**src/rtl/mdu_sequencer_if.sv**
```systemverilog
// Request/response bundle between the pipeline
// controller and the iterative multiply/divide unit.
interface mdu_sequencer_if #(
  parameter int DATA_WIDTH = 32
);
  logic                  i_start;
  logic [2:0]            i_op;
  logic [DATA_WIDTH-1:0] i_dataA;
  logic [DATA_WIDTH-1:0] i_dataB;
  logic                  i_flush;
  logic                  o_ready;
  logic                  o_busy;
  logic                  o_done;
  logic [DATA_WIDTH-1:0] o_result;

  modport master (
    output i_start, i_op, i_dataA,
    output i_dataB, i_flush,
    input  o_ready, o_busy,
    input  o_done, o_result
  );

  modport slave (
    input  i_start, i_op, i_dataA,
    input  i_dataB, i_flush,
    output o_ready, o_busy,
    output o_done, o_result
  );
endinterface

```
**src/rtl/mdu_sequencer.sv**
```systemverilog
// RV32M multiply/divide: radix-2 shift-add multiply and
// restoring divide on magnitudes, one bit per cycle.
module mdu_sequencer #(
  parameter int DATA_WIDTH = 32
) (
  input logic           i_clock,
  input logic           i_reset,
  mdu_sequencer_if.slave bus
);
  localparam int W  = DATA_WIDTH;
  localparam int CW = $clog2(W);
  localparam logic [CW-1:0] LAST = CW'(W - 1);

  typedef enum logic [1:0] {
    IDLE,
    PREP,
    CALC,
    FINISH
  } state_t;

  state_t state;
  state_t stateNext;

  logic [2:0]    opReg;
  logic [W-1:0]  aReg;
  logic [W-1:0]  bReg;
  logic [W-1:0]  absA;
  logic [W-1:0]  absB;
  logic [W-1:0]  hi;
  logic [W-1:0]  lo;
  logic [W-1:0]  specRes;
  logic [W-1:0]  result;
  logic          negRes;
  logic          special;
  logic          done;
  logic [CW-1:0] count;

  logic          isDiv;
  logic          signedA;
  logic          signedB;
  logic          negA;
  logic          negB;
  logic          bZero;
  logic          ovf;
  logic          isSpecial;
  logic [W-1:0]  magA;
  logic [W-1:0]  magB;
  logic [W-1:0]  specNext;
  logic [W:0]    mulSum;
  logic [W:0]    shifted;
  logic [W:0]    diff;
  logic [2*W-1:0] prodSigned;
  logic [W-1:0]  quot;
  logic [W-1:0]  rem;
  logic [W-1:0]  finalRes;

  assign isDiv   = opReg[2];
  assign signedA = (opReg == 3'b001)
                 | (opReg == 3'b010)
                 | (opReg[2] & ~opReg[0]);
  assign signedB = (opReg == 3'b001)
                 | (opReg[2] & ~opReg[0]);
  assign negA    = signedA & aReg[W-1];
  assign negB    = signedB & bReg[W-1];
  assign magA    = negA ? -aReg : aReg;
  assign magB    = negB ? -bReg : bReg;
  assign bZero   = (bReg == '0);
  assign ovf     = opReg[2] & ~opReg[0]
                 & (aReg == {1'b1, {(W-1){1'b0}}})
                 & (&bReg);
  assign isSpecial = isDiv & (bZero | ovf);

  // Zero divisor wins over overflow; REM variants keep A.
  assign specNext = bZero
                  ? (opReg[1] ? aReg : '1)
                  : (opReg[1] ? '0 : aReg);

  assign mulSum  = {1'b0, hi}
                 + (lo[0] ? {1'b0, absA} : '0);
  assign shifted = {hi, lo[W-1]};
  assign diff    = shifted - {1'b0, absB};

  assign prodSigned = negRes ? -{hi, lo} : {hi, lo};
  assign quot = negRes ? -lo : lo;
  assign rem  = negRes ? -hi : hi;

  always_comb begin
    finalRes = '0;
    unique case (1'b1)
      special:
        finalRes = specRes;
      !special && !isDiv && opReg[1:0] == 2'b00:
        finalRes = prodSigned[W-1:0];
      !special && !isDiv && opReg[1:0] != 2'b00:
        finalRes = prodSigned[2*W-1:W];
      !special && isDiv && !opReg[1]:
        finalRes = quot;
      !special && isDiv && opReg[1]:
        finalRes = rem;
    endcase
  end

  always_ff @(posedge i_clock or posedge i_reset) begin
    if (i_reset) state <= IDLE;
    else         state <= stateNext;
  end

  always_comb begin
    stateNext = state;
    unique case (state)
      IDLE:
        if (bus.i_start) stateNext = PREP;
      PREP:
        stateNext = isSpecial ? FINISH : CALC;
      CALC:
        if (count == LAST) stateNext = FINISH;
      FINISH:
        stateNext = IDLE;
    endcase
    if (bus.i_flush) stateNext = IDLE;
  end

  always_ff @(posedge i_clock or posedge i_reset) begin
    if (i_reset) begin
      opReg   <= '0;
      aReg    <= '0;
      bReg    <= '0;
      absA    <= '0;
      absB    <= '0;
      hi      <= '0;
      lo      <= '0;
      specRes <= '0;
      result  <= '0;
      negRes  <= 1'b0;
      special <= 1'b0;
      done    <= 1'b0;
      count   <= '0;
    end else begin
      done <= 1'b0;
      unique case (state)
        IDLE: begin
          if (bus.i_start && !bus.i_flush) begin
            opReg <= bus.i_op;
            aReg  <= bus.i_dataA;
            bReg  <= bus.i_dataB;
          end
        end
        PREP: begin
          absA    <= magA;
          absB    <= magB;
          negRes  <= (opReg == 3'b110)
                   ? negA : (negA ^ negB);
          special <= isSpecial;
          specRes <= specNext;
          hi      <= '0;
          lo      <= isDiv ? magA : magB;
          count   <= '0;
        end
        CALC: begin
          if (isDiv) begin
            if (!diff[W]) begin
              hi <= diff[W-1:0];
              lo <= {lo[W-2:0], 1'b1};
            end else begin
              hi <= shifted[W-1:0];
              lo <= {lo[W-2:0], 1'b0};
            end
          end else begin
            {hi, lo} <= {mulSum, lo[W-1:1]};
          end
          count <= (count == LAST) ? '0 : count + 1'b1;
        end
        FINISH: begin
          if (!bus.i_flush) begin
            result <= finalRes;
            done   <= 1'b1;
          end
        end
      endcase
      if (bus.i_flush) count <= '0;
    end
  end

  assign bus.o_ready  = (state == IDLE);
  assign bus.o_busy   = (state != IDLE);
  assign bus.o_done   = done;
  assign bus.o_result = result;
endmodule
```
**src/flat_wrapper.sv**
```systemverilog
// flat-port wrapper written by rule: the top's interface ports become plain ports
module mdu_sequencer_flat 
#(
  parameter int DATA_WIDTH = 32
)
  (i_clock, i_reset, bus_i_start, bus_i_op, bus_i_dataA, bus_i_dataB, bus_i_flush, bus_o_ready, bus_o_busy, bus_o_done, bus_o_result);
  mdu_sequencer_if #(.DATA_WIDTH(DATA_WIDTH)) bus_i ();
  input logic i_clock;
  input logic i_reset;
  input wire logic [$bits(bus_i.i_start)-1:0] bus_i_start;
  input wire logic [$bits(bus_i.i_op)-1:0] bus_i_op;
  input wire logic [$bits(bus_i.i_dataA)-1:0] bus_i_dataA;
  input wire logic [$bits(bus_i.i_dataB)-1:0] bus_i_dataB;
  input wire logic [$bits(bus_i.i_flush)-1:0] bus_i_flush;
  output wire logic [$bits(bus_i.o_ready)-1:0] bus_o_ready;
  output wire logic [$bits(bus_i.o_busy)-1:0] bus_o_busy;
  output wire logic [$bits(bus_i.o_done)-1:0] bus_o_done;
  output wire logic [$bits(bus_i.o_result)-1:0] bus_o_result;
  assign bus_i.i_start = bus_i_start;
  assign bus_i.i_op = bus_i_op;
  assign bus_i.i_dataA = bus_i_dataA;
  assign bus_i.i_dataB = bus_i_dataB;
  assign bus_i.i_flush = bus_i_flush;
  assign bus_o_ready = bus_i.o_ready;
  assign bus_o_busy = bus_i.o_busy;
  assign bus_o_done = bus_i.o_done;
  assign bus_o_result = bus_i.o_result;
  mdu_sequencer #(.DATA_WIDTH(DATA_WIDTH)) u_core (.i_clock(i_clock), .i_reset(i_reset), .bus(bus_i));
endmodule
```
**config.mk**
```make
export PLATFORM = sky130hd
export DESIGN_NAME = mdu_sequencer_flat
export DESIGN_NICKNAME = d
export VERILOG_FILES = /design/src/rtl/mdu_sequencer_if.sv /design/src/rtl/mdu_sequencer.sv /design/src/flat_wrapper.sv
export SDC_FILE = /design/constraint.sdc
export NUM_CORES = 1
export LEC_CHECK = 0
export CAP_MARGIN = 20
export CORE_UTILIZATION = 52
export CTS_CLUSTER_SIZE = 25
export DETAILED_ROUTE_END_ITERATION = 10
export PLACE_DENSITY = 0.71
export SETUP_SLACK_MARGIN = 0.5
export SLEW_MARGIN = 20
export SYNTH_ARGS = -nofsm -noshare
export SYNTH_HDL_FRONTEND = slang
export SYNTH_SLANG_ARGS = --single-unit
```
**constraint.sdc**
```tcl
create_clock -name i_clock -period 12.2 [get_ports i_clock]
set_input_delay 1.83 -clock i_clock [delete_from_list [all_inputs] [get_ports i_clock]]
set_output_delay 1.83 -clock i_clock [all_outputs]
set_load 0.05 [all_outputs]
```
==> run_results.csv, run 1 <==
group,metric,value,unit
status,status,"finished, final reports clean",
synthesis,synthCells,2201,
timing,slew_headroom,28.59,%
power_and_ir_drop,ir_drop,0.0002412,V
route,wl_per_cell,24.25,um
timing,hold_viol,0,
global_route,overflow,0,
timing,rsz0062_at_grt,"no",
hold_path,hp-start,"u_core.bus.o_result[11]",
clocking,post_cts_buffers,0,
worst_setup_path,criticalPathCategory,"reg -> reg",
global_route,use_met1,46.75,%
power_and_ir_drop,p_leak,0.009379,uW
worst_setup_path,critPathArrivalTime,5000,ps
timing,tightest_slew,1067,ps
floorplanning,ios,106,
route,via_per_inst,6.421,
clocking,postCtsHoldBufs,0,
place,port_buffers,105,
worst_setup_path,worstSetupEndpointType,"flop",
synthesis,syn-mean-instance-area,8.748,sq um
clocking,cts.sinks,269,
timing,report.final.setup_viol,0,
worst_setup_path,r2r-start,"u_core.hi[0]",
worst_setup_path,cpMaxStageDelayCell,"dfrtp_1",
timing,drv_slew,0,
worst_setup_path,r2r_slack,7650,ps
timing,finalCritPeriodShare,37.29,%
route,dr.pass1.iters,6,
global_route,grt_pass1_wl,100.7,mm
final_layout,design_area,0.02161,sq mm
synthesis,synth_ff_type,"dfrtp_1",
worst_setup_path,slowest_delay,600,ps
worst_setup_path,critPathRequiredTime,12660,ps
worst_setup_path,critPathMaxFanout,45,
global_route,use_met2,53.78,%
synthesis,ys_types,87,
timing,tns,0,ps
clocking,clk_latency,600,ps
clocking,cts_tree,"done",
floorplanning,fp-row-count,70,
final_layout,fin_nets,2374,
synthesis,synthesis.nets,2350,
place,dpl_cell_area,0.02050,sq mm
timing,period_minus_slack,4549,ps
synthesis,synth_edf_count,0,
hold_path,hp-class,"reg -> reg",
synthesis,ys_async_sr_fraction,100.0,%
global_route,busiest_layer,"met2",
worst_setup_path,path_cells,"inv_1 -> fa_1 -> nand2b_1 -> a21oi_1 -> o21ai_0 -> o211ai_1 -> a21oi_1 -> a31oi_1 -> xor2_4 -> buf_4 -> mux2_2 -> a22oi_1 -> o21ai_0",
clocking,ctsResizeCount,0,
timing,clock_skew,14.47,ps
floorplanning,dieArea,0.03780,sq mm
route,drt_iter0_markers,1803,
worst_setup_path,cp_top_family,"compound AO/OA/AOI/OAI gates",
floorplanning,core_area,0.03652,sq mm
job,maxCapViolations,0,
worst_setup_path,cp_num_buf_inv,2,
route,vias,17460,
timing,clock.fmax,219.8,MHz
worst_setup_path,setup.worst_path.start_class,"flop",
worst_setup_path,r2r_end,"u_core.hi[18]",
clocking,numCtsBuffers,31,
route,wl,65.92,mm
synthesis,synth_seq_cells,269,
synthesis,yosysWarnings,0,
route,drc,0,
clocking,cts_max_path_buffers,3,
place,hpwl,50.29,mm
final_layout,syn2layout_area_growth,12.26,%
hold_path,hold_depth,2,
clocking,cts_max_level,1,
final_layout,drive_gt1_share,10.67,%
synthesis,synth_area,0.01925,sq mm
global_route,grt_usage,34.87,%
global_route,met3_usage,7.722,%
power_and_ir_drop,power.density,329.1,mW/mm^2
synthesis,synth-seq-area-share,34.96,%
floorplanning,dieHeight,194.4,um
global_route,antenna_found_initial,0,
global_route,grt_max_degree,125,
floorplanning,initial_core_util,52.72,%
clocking,clk_pin_slew,70,ps
clocking,root_buffer,"clkbuf_16",
worst_setup_path,r2r_cells,13,
place,globalplace.congestion,1.002,
route,antenna_left,0,
floorplanning,fp.dieW,194.4,um
global_route,grt_pass1_vias,16650,
hold_path,hold_end,"u_core.bus.o_result[11]",
==> flip-flops by register name, indices dropped and copies added (netlist names) <==
register,cells
u_core.bus.o_result,32
u_core.state,2
u_core.opReg,3
u_core.count,5
u_core.absA,32
u_core.hi,32
u_core.lo,32
u_core.specRes,32
u_core.absB,32
u_core.aReg,32
u_core.bReg,32
u_core.bus.o_done,1
u_core.negRes,1
u_core.special,1
==> through the flow <==
stage	std cells	power (uW)	hold slack (ps)	worst slack, ps	utilization, %
after floorplan	2201	4591	472.1	2960	-
after global placement	2660	5919	456.4	7676	56.14
after detailed placement	2660	5978	463.0	7516	56.14
after CTS	2718	7004	477.4	7749	59.16
after global routing	2718	7490	517.6	7404	59.17
final	2719	7113	469.3	7651	59.18
==> cell usage in the layout (no fill, tap or decap), types with 67 or more instances in the layout <==
| cell type | count |
|---|---|
| mux2_2 | 91 |
| o21ai_0 | 133 |
| xor2_1 | 67 |
| inv_1 | 116 |
| a21oi_1 | 232 |
| nand2_1 | 205 |
| dfrtp_1 | 267 |
| clkdlybuf4s50_1 | 105 |
| nor2_1 | 213 |
| ha_1 | 74 |
| xnor2_1 | 101 |
==> cells in the mapped netlist, types with 26 or more instances <==
library cell	count	share of area, %
nand2_1	205	4.0
a21o_1	35	1.4
o211ai_1	27	1.1
xnor2_1	101	4.6
o21ai_0	133	3.5
nor2_1	214	4.2
o31ai_1	27	1.1
mux4_2	30	3.5
inv_1	117	2.3
a21oi_1	232	6.0
dfrtp_1	269	35
ha_1	76	4.9
clkbuf_1	102	2.0
mux2_2	91	5.3
nor3_1	26	0.68
and2_1	35	1.1
xor2_1	68	3.1
==> final cells by class <==
cell class | instances | area (sq um)
Clock buffer | 37 | 818.3
Fill cell | 3205 | 14910
Multi-Input combinational cell | 1675 | 11500
Timing Repair Buffer | 129 | 1235
Clock inverter | 21 | 282.8
Antenna cell | 1 | 2.502
Tap cell | 468 | 585.6
Inverter | 119 | 454.2
Sequential cell | 269 | 6734
==> where the power goes <==
part           leakage (uW)  internal, uW  switching [uW]
combinational       0.00558          1580            2660
clock              0.000532           593             417
sequential          0.00327          1290             565
total               0.00938          3470            3650
==> worst max-delay path by stage <==
stage | from | endpoint | slack, ps | depth (start not counted)
detailed placement | bus_i_flush | u_core.bus.o_result[24] | 7520 | 7
floorplan | i_reset | u_core.aReg[0] | 2960 | 1
global placement | bus_i_flush | u_core.bus.o_result[24] | 7680 | 7
global route | u_core.hi[0] | u_core.hi[18] | 7400 | 13
CTS | u_core.hi[0] | u_core.hi[18] | 7750 | 13
finish | u_core.hi[0] | u_core.hi[18] | 7650 | 13
==> metal layers <==
layer,vias to the layer above,part of all wire (%)
met1,8444,41
met2,871,44
met4,0,5.4
li1,7958,-
met3,185,9.6
met5,-,0
==> worst min-delay path, delay by kind of cell (launching register included) <==
family        cells  cell delay [ps]
flops             1              340
simple gates      2              100
==> logic make-up (layout without fill, tap and decap cells) <==
group                      Yosys count  in the layout  share of synthesized area (%)
adders and majority gates           78             78                          5.147
other                                0              1                              0
and+or+nand+nor                    653            653                          16.05
muxes                              141            141                          9.871
buffers and inverters              257            306                          5.549
AOI/OAI and AO/OA                  634            634                          20.74
xor gates and xnor gates           169            169                          7.687
DFF                                269            269                          34.96
No activity file was read; power rests on OpenSTA's default activity.
==> run 2, diff against run 1 <==
Clock period 12.2 ns to 4.3 ns, I/O delays scaled along.
==> run 2 against run 1 <==
Effect of this change: hold slack lost 140 ps; global-route usage grew 0.81 points; utilization grew 0.91 points; worst setup slack lost 7000 ps; power grew to 2.9 times the previous value; routed wire length grew 3.2%; largest cell class unchanged; via count grew 2.0%; highest routed layer is now met5; sequential power grew to 2.8 times the previous value; combinational power grew to 2.9 times the previous value.
==> run_results.csv, run 2 (same netlist as run 1, synthesis figures left out) <==
group,metric,value,unit
global_route,grt_pass1_wl,102.4,mm
floorplanning,fp.dieW,194.4,um
timing,tns,0,ps
worst_setup_path,criticalPathCategory,"reg -> reg",
timing,tightest_slew,962.2,ps
final_layout,fin_nets,2404,
clocking,cts_max_level,1,
timing,drv_slew,0,
global_route,busiest_layer,"met2",
global_route,grt_max_degree,133,
route,dr.pass1.iters,8,
timing,report.final.setup_viol,0,
route,drc,0,
timing,finalCritPeriodShare,85.97,%
worst_setup_path,worstSetupEndpointType,"flop",
clocking,root_buffer,"clkbuf_16",
worst_setup_path,setup.worst_path.start_class,"flop",
route,via_per_inst,6.484,
clocking,postCtsHoldBufs,0,
floorplanning,core_area,0.03652,sq mm
global_route,grt_usage,35.68,%
floorplanning,initial_core_util,52.72,%
timing,clock.fmax,270.5,MHz
global_route,met3_usage,6.889,%
global_route,use_met1,48.67,%
global_route,antenna_found_initial,2,
place,globalplace.congestion,0.9962,
final_layout,drive_gt1_share,12.16,%
global_route,overflow,0,
clocking,cts_max_path_buffers,3,
job,maxCapViolations,0,
floorplanning,ios,106,
power_and_ir_drop,ir_drop,0.0005408,V
final_layout,num_antenna_cells,0,
final_layout,final_common_cell,"dfrtp_1",
status,status,"finished, final reports clean",
floorplanning,dieHeight,194.4,um
route,wl_per_cell,24.78,um
global_route,use_met2,54.61,%
global_route,grt_pass1_vias,16630,
clocking,clk_pin_slew,60,ps
worst_setup_path,r2r_cells,8,
route,antenna_left,0,
timing,period_minus_slack,3697,ps
worst_setup_path,critPathArrivalTime,4160,ps
route,wl,68.05,mm
route,drt_iter0_markers,1853,
worst_setup_path,critPathMaxFanout,8,
clocking,cts.sinks,269,
floorplanning,fp-row-count,70,
timing,clock_skew,27.08,ps
hold_path,hp-class,"in -> async",
worst_setup_path,critPathRequiredTime,4760,ps
place,hpwl,51.50,mm
power_and_ir_drop,power.density,927.9,mW/mm^2
clocking,clk_latency,610,ps
power_and_ir_drop,p_leak,0.009555,uW
final_layout,syn2layout_area_growth,13.98,%
floorplanning,dieArea,0.03780,sq mm
timing,slew_headroom,35.62,%
timing,hold_viol,0,
place,port_buffers,105,
clocking,cts_tree,"done",
clocking,numCtsBuffers,31,
final_layout,fill_cells,3209,
timing,whs,331.1,ps
timing,rsz0062_at_grt,"no",
route,vias,17810,
final_layout,final_cell_mix,"dfrtp_1, a21oi_1, nor2_1, nand2_1, o21ai_0",
final_layout,fin_util,60.09,%
run 2: cell types whose count changed in the layout (fill, tap and decap cells not counted), moves of 4 or more:
cell and delta:
buf_4 +25, buf_12 +6, clkbuf_8 +5, clkinv_4 -4, inv_6 -4
run 2: final cells by class:
cell class	instances	area, sq um	share of cell area, %
flip-flops and latches	269	6735	30.69
multi-input cells	1675	11560	52.69
clock inverters	14	192.7	0.8779
clock buffers	42	887.1	4.042
repair buffers	159	1531	6.978
inverters	119	450.4	2.052
well taps	468	585.6	2.668
run 2: through the flow:
| step | power (uW) | worst slack, ps | std cells | cell area [sq um] |
|---|---|---|---|---|
| 2_1_floorplan | 13030 | 101.5 | 2201 | 19260 |
| 3_3_place_gp | 16910 | 440.6 | 2689 | 20800 |
| 3_5_place_dp | 17110 | 378.6 | 2689 | 20800 |
| 4_1_cts | 19980 | 542.8 | 2745 | 21900 |
| 5_1_grt | 21330 | 502.7 | 2746 | 21950 |
| 6_report | 20370 | 603.1 | 2746 | 21950 |
run 2: layer usage:
metal,up-vias,part of all wire (%)
met2,918,44
met1,8664,41
met3,210,9.2
li1,8007,-
met4,6,5.4
met5,-,0.057
run 2: timing repair:
| action | in CTS | in global routing |
|---|---|---|
| pin swaps | 2 | 2 |
| resized for setup | 3 | 10 |
| buffers inserted | 0 | 1 |
| setup endpoints to repair | 12 | 25 |
run 2: worst max-delay path: stages (launching register included):
cell	delay, ps
dfrtp_1	450
or4_1	540
nor3_1	310
nand4_1	430
or4_1	630
o31ai_1	270
xnor2_1	120
a221oi_1	710
a21oi_2	110
run 2: power breakdown:
part | switching, uW | leakage (uW) | internal (uW) | total, uW
clock | 1130 | 0.000527 | 1680 | 2810
sequential | 1520 | 0.00327 | 3660 | 5190
combinational | 7730 | 0.00576 | 4640 | 12400
run 2: path summary, 6_finish.rpt:
| check | startpoint | to | slack, ps |
|---|---|---|---|
| max in group asynchronous | i_reset | u_core.negRes | 2950 |
| worst max register to register | u_core.lo[12] | u_core.bus.o_result[31] | 600 |
| worst min-delay path | i_reset | u_core.absB[7] | 330 |
| worst min register to register | u_core.bus.o_result[11] | u_core.bus.o_result[11] | 470 |
| min in group i_clock | u_core.bus.o_result[11] | u_core.bus.o_result[11] | 470 |
| worst max-delay path | u_core.lo[12] | u_core.bus.o_result[31] | 600 |
